==> config.mk <==
export PLATFORM = sky130hd
export DESIGN_NAME = regfile_write_arbiter
export DESIGN_NICKNAME = d
export VERILOG_FILES = /design/src/rtl/regfile_arb_pkg.sv /design/src/rtl/enabledDecoder1_2.sv /design/src/rtl/regfile_write_arbiter.sv
export SDC_FILE = /design/constraint.sdc
export NUM_CORES = 1
export LEC_CHECK = 0
export BUFFER_PORTS_ARGS = -buffer_cell sky130_fd_sc_hd__buf_4
export CAP_MARGIN = 10
export CORE_AREA = 4 4 85 87
export DETAILED_ROUTE_END_ITERATION = 8
export DIE_AREA = 0 0 89 91
export PLACE_DENSITY = 0.83
export RECOVER_POWER = 100
export SYNTH_ARGS = -nofsm -noshare
export SYNTH_HDL_FRONTEND = slang
export SYNTH_SLANG_ARGS = --single-unit
==> constraint.sdc <==
create_clock -name clk -period 1.5 [get_ports clk]
set_input_delay 0.225 -clock clk [delete_from_list [all_inputs] [get_ports clk]]
set_output_delay 0.225 -clock clk [all_outputs]
set_load 0.03 [all_outputs]
==> src/rtl/regfile_arb_pkg.sv <==
// ---------------------------------------------------------------------------
// regfile_arb_pkg : shared types and constants for the register file
//                   write-port arbiter.  Rev 1.0
// ---------------------------------------------------------------------------
`default_nettype none

package regfile_arb_pkg;

   typedef enum logic {
      IDLE = 1'b0,
      BUSY = 1'b1
   } arb_state_t;

   localparam logic [4:0] ZERO_REG = 5'd31;
   localparam int         NUM_REGS = 32;

endpackage

`default_nettype wire

==> src/rtl/enabledDecoder1_2.sv <==
// ---------------------------------------------------------------------------
// enabledDecoder1_2 : 1-to-2 decoder with enable; all outputs low when
//                     disabled.  Rev 1.0
// ---------------------------------------------------------------------------
`default_nettype none

module enabledDecoder1_2 (
   input  logic       sel,
   input  logic       en,
   output logic [1:0] dec
);

   assign dec = {en & sel, en & ~sel};

endmodule

`default_nettype wire

==> src/rtl/regfile_write_arbiter.sv <==
// ---------------------------------------------------------------------------
// regfile_write_arbiter : round-robin burst arbiter for the two register
//                         file write sources; X31 writes are swallowed.
//                         Rev 1.0
// ---------------------------------------------------------------------------
`default_nettype none

module regfile_write_arbiter
   import regfile_arb_pkg::*;
#(
   parameter int DATA_W = 64,
   parameter int ADDR_W = 5,
   parameter int LEN_W  = 5
) (
   input  logic              clk,
   input  logic              reset,
   input  logic              req0,
   input  logic              req1,
   input  logic [ADDR_W-1:0] addr0,
   input  logic [ADDR_W-1:0] addr1,
   input  logic [LEN_W-1:0]  len0,
   input  logic [LEN_W-1:0]  len1,
   input  logic [DATA_W-1:0] data0,
   input  logic [DATA_W-1:0] data1,
   output logic              gnt0,
   output logic              gnt1,
   output logic              done0,
   output logic              done1,
   output logic              wr_en,
   output logic [ADDR_W-1:0] wr_addr,
   output logic [DATA_W-1:0] wr_data
);

   arb_state_t        state_q, state_d;
   logic              owner_q, owner_d;
   logic              last_served_q, last_served_d;
   logic [ADDR_W-1:0] addr_q, addr_d;
   logic [LEN_W-1:0]  cnt_q, cnt_d;
   logic [1:0]        done_q, done_d;

   logic              busy;
   logic              winner;
   logic [1:0]        gnt_vec;

   assign busy = (state_q == BUSY);

   // On a tie the requester not served last time wins; otherwise the lone requester.
   assign winner = (req0 && req1) ? ~last_served_q : req1;

   always_comb begin
      state_d       = state_q;
      owner_d       = owner_q;
      last_served_d = last_served_q;
      addr_d        = addr_q;
      cnt_d         = cnt_q;
      done_d        = 2'b00;
      case (state_q)
         IDLE: begin
            if (req0 || req1) begin
               state_d = BUSY;
               owner_d = winner;
               addr_d  = winner ? addr1 : addr0;
               cnt_d   = winner ? len1  : len0;
            end
         end
         BUSY: begin
            addr_d = addr_q + ADDR_W'(1);
            cnt_d  = cnt_q - LEN_W'(1);
            if (cnt_q == '0) begin
               state_d         = IDLE;
               last_served_d   = owner_q;
               done_d[owner_q] = 1'b1;
            end
         end
         default: state_d = IDLE;
      endcase
   end

   always_ff @(posedge clk or posedge reset) begin
      if (reset) begin
         state_q       <= IDLE;
         owner_q       <= 1'b0;
         last_served_q <= 1'b1;
         addr_q        <= '0;
         cnt_q         <= '0;
         done_q        <= 2'b00;
      end else begin
         state_q       <= state_d;
         owner_q       <= owner_d;
         last_served_q <= last_served_d;
         addr_q        <= addr_d;
         cnt_q         <= cnt_d;
         done_q        <= done_d;
      end
   end

   enabledDecoder1_2 u_gnt_dec (
      .sel (owner_q),
      .en  (busy),
      .dec (gnt_vec)
   );

   assign gnt0    = gnt_vec[0];
   assign gnt1    = gnt_vec[1];
   assign done0   = done_q[0];
   assign done1   = done_q[1];

   // Beats to X31 still advance the burst; only the write strobe is withheld.
   assign wr_en   = busy && (addr_q != ADDR_W'(ZERO_REG));
   assign wr_addr = addr_q;
   assign wr_data = busy ? (owner_q ? data1 : data0) : '0;

endmodule

`default_nettype wire

==> run metrics <==
status complete, but fails checks; failing checks setup timing; sequential-to-total area share from yosys stat 19.9%; die height 91 µm; core area 6350 µm²; clock root cell clkbuf_8; row cnt 29; Setup Skew 0.00364 ns; Vias/cell 5.16; htree depth 1; Worst Path Max Fanout 5; Area Overhead vs Synth 163%; drc violations 0; Ys Warns 0; clock tree buffer depth 2; simple-gate share of the synthesized area 22.4%; mux contribution to synthesized area 37.4%; Post-Synth Adder-Cell Area 1.99%; Yosys cell types 42; All-Layer GR Usage 23.0%; Congestion Overflow GR 0; initial antenna violation count 0; IO Pins 226; most frequent cells in the layout buf_4 (188), buf_6 (52), nor2_2 (40); 1st-pass router iterations 4; hold crit path type input pin to asynchronous set/reset pin; Leak 2.30 nW; Cells after Synth 239; die area 8100 µm²; Synth Area in XOR/XNOR 1.39%; Skew-Pair Late Insertion Delay 0.25 ns; min Tclk post-route 1.73 ns; Final nets 638; relative slew slack 60.1%; worst-margin pin slew 0.597 ns; CTS Sinks 15; final slew viol count 0; Antenna Violating Nets Remaining 0; GP Congestion 0.918; initial core utilization 29.8%; Post-Syn Area 1890 µm²; clk slew on worst S/H paths 0.06 ns; FMAX 576 MHz; Post-synth EDFFs 0; layout cells sized above 1 79.3%; worst r2r dst last_served_q$_DFFE_PP1P_; final setup fails 67; unrepaired setup endpoints after global routing yes; ANT cells 0; WS Path Type flip-flop to output pin; CTS tree yes; final period utilization 116%; Filler Cell Count 392; Cell Pwr Density 1770 nW/µm²; reg2reg start cnt_q[0]$_DFFE_PP0P_; WP data arrival 1.51 ns; DP Wirelength 7.87 mm; WL/cell 21.4 µm; largest net degree at the start of global routing 21; first-pass GRT wire length 14.8 mm; Compound-Gate Fraction of Synth Area 9.21%; Mapped Nets 394; most common cell after layout, fill and taps aside buf_4; vias in the first global route 2864; asr flop ratio synth 100%; Num CTS Buffers 3; CP Capture Point wr_data[20]; Placed Cells 539; WL final 12.0 mm; synthesized area per cell 7.91 µm²; die width 89 µm; largest family of logic cells by synthesized area multiplexers; filler-free cell count of the finished design 559; Synth Flop Type dfrtp_1; flop2flop setup slack 0.10 ns; dpl ws 0.0202 ns; Worst Setup SP owner_q$_DFFE_PP0P_; max cap viols 0; startpoint types flip-flop; Fin. Hold Viols 0; CP Capture Type output pin; port bufs 225; Worst Path Required 1.27 ns; via count 2882; Yosys reg bits 15; maximum VDD drop 1.13 mV; reg2reg path depth 5; PnR worst setup slack -0.235 ns; hold buffer count at cts 0; initial drt markers 44
timing repair:
item                       4_1_cts  5_1_grt
setup endpoints to repair       65       70
setup buffers                    5        3
pin swaps                        2        6
resized for setup               62       78
gates cloned                     2        6
cell families (layout without fill, tap and decap cells):
family                   after synthesis  after routing
buffers and inverters                 28            271
multiplexers                          70             70
AND/OR/NAND/NOR                       99             99
adder cells (fa/ha/maj)                3              3
XOR/XNOR                               3              3
AO/OA/AOI/OAI                         21             21
flip-flops                            15             15
layout make-up:
| cell class | instances | area [µm²] | area share (%) |
|---|---|---|---|
| Sequential cell | 15 | 383 | 7.72 |
| Inverter | 6 | 27.5 | 0.555 |
| Tap cell | 77 | 96.3 | 1.94 |
| Clock buffer | 4 | 45.0 | 0.908 |
| Multi-Input combinational cell | 196 | 2070 | 41.7 |
| Timing Repair inverter | 1 | 3.75 | 0.0757 |
| Timing Repair Buffer | 260 | 2340 | 47.1 |
per-layer routing:
| layer | GRT usage (%) | wire [µm] |
|---|---|---|
| met5 | 0 | 0 |
| met3 | 4.34 | 1220 |
| met1 | 26.5 | 3950 |
| met4 | 7.20 | 563 |
| met2 | 41.8 | 6240 |
flip-flops by register name, summed over array words and instances (netlist names):
name	cells
owner_q	1
wr_addr	5
done_q	2
cnt_q	5
busy	1
last_served_q	1
how the worst min path moves through the flow:
stage / endpoint / startpoint / slack (ns)
final: cnt_q[1]$_DFFE_PP0P_ / reset / 0.05
after detailed placement: cnt_q[4]$_DFFE_PP0P_ / reset / 0.34
after CTS: cnt_q[4]$_DFFE_PP0P_ / reset / 0.08
after floorplan: busy$_DFF_PP0_ / reset / 0.13
after global routing: cnt_q[1]$_DFFE_PP0P_ / reset / 0.10
after global placement: cnt_q[4]$_DFFE_PP0P_ / reset / 0.33
synth_stat cells (all sizes together), types with 3 or more instances:
cell,instances,area [µm²]
nor2,72,270
mux2i,68,681
buf,18,97.6
dfrtp,14,350
nor3,6,30.0
inv,5,18.8
nand2,5,18.8
clkbuf,4,25.0
nand3,4,20.0
ha,3,37.5
nor2b,3,18.8
o32ai,3,26.3
critical path: stages (launching register included):
cell,delay [ns]
dfrtp_4,0.49
buf_6,0.15
clkbuf_16,0.17
mux2i_4,0.19
nor2_2,0.11
buf_6,0.15
power by group:
| group | leakage [nW] | total (W) | switching, W | internal, W |
|---|---|---|---|---|
| sequential | 0.173 | 0.000790 | 0.000193 | 0.000597 |
| combinational | 2.10 | 0.00768 | 0.00385 | 0.00383 |
| clock | 0.0228 | 0.000337 | 0.000149 | 0.000188 |
| total | 2.30 | 0.00880 | 0.00419 | 0.00461 |
stage by stage:
step	hold slack (ns)	utilization (%)	setup TNS (ns)	total power, W	instance area [µm²]
6_report	0.0481	78.1	-12.39	0.00880	4960
5_1_grt	0.105	78.1	-15.45	0.00920	4960
4_1_cts	0.0758	69.9	-9.89	0.00747	4440
3_5_place_dp	0.342	63.7	0	0.00650	4040
3_3_place_gp	0.329	63.7	0	0.00641	4040
2_1_floorplan	0.126	-	-2.20	0.00440	2160
No activity file was read; power rests on OpenSTA's default activity.
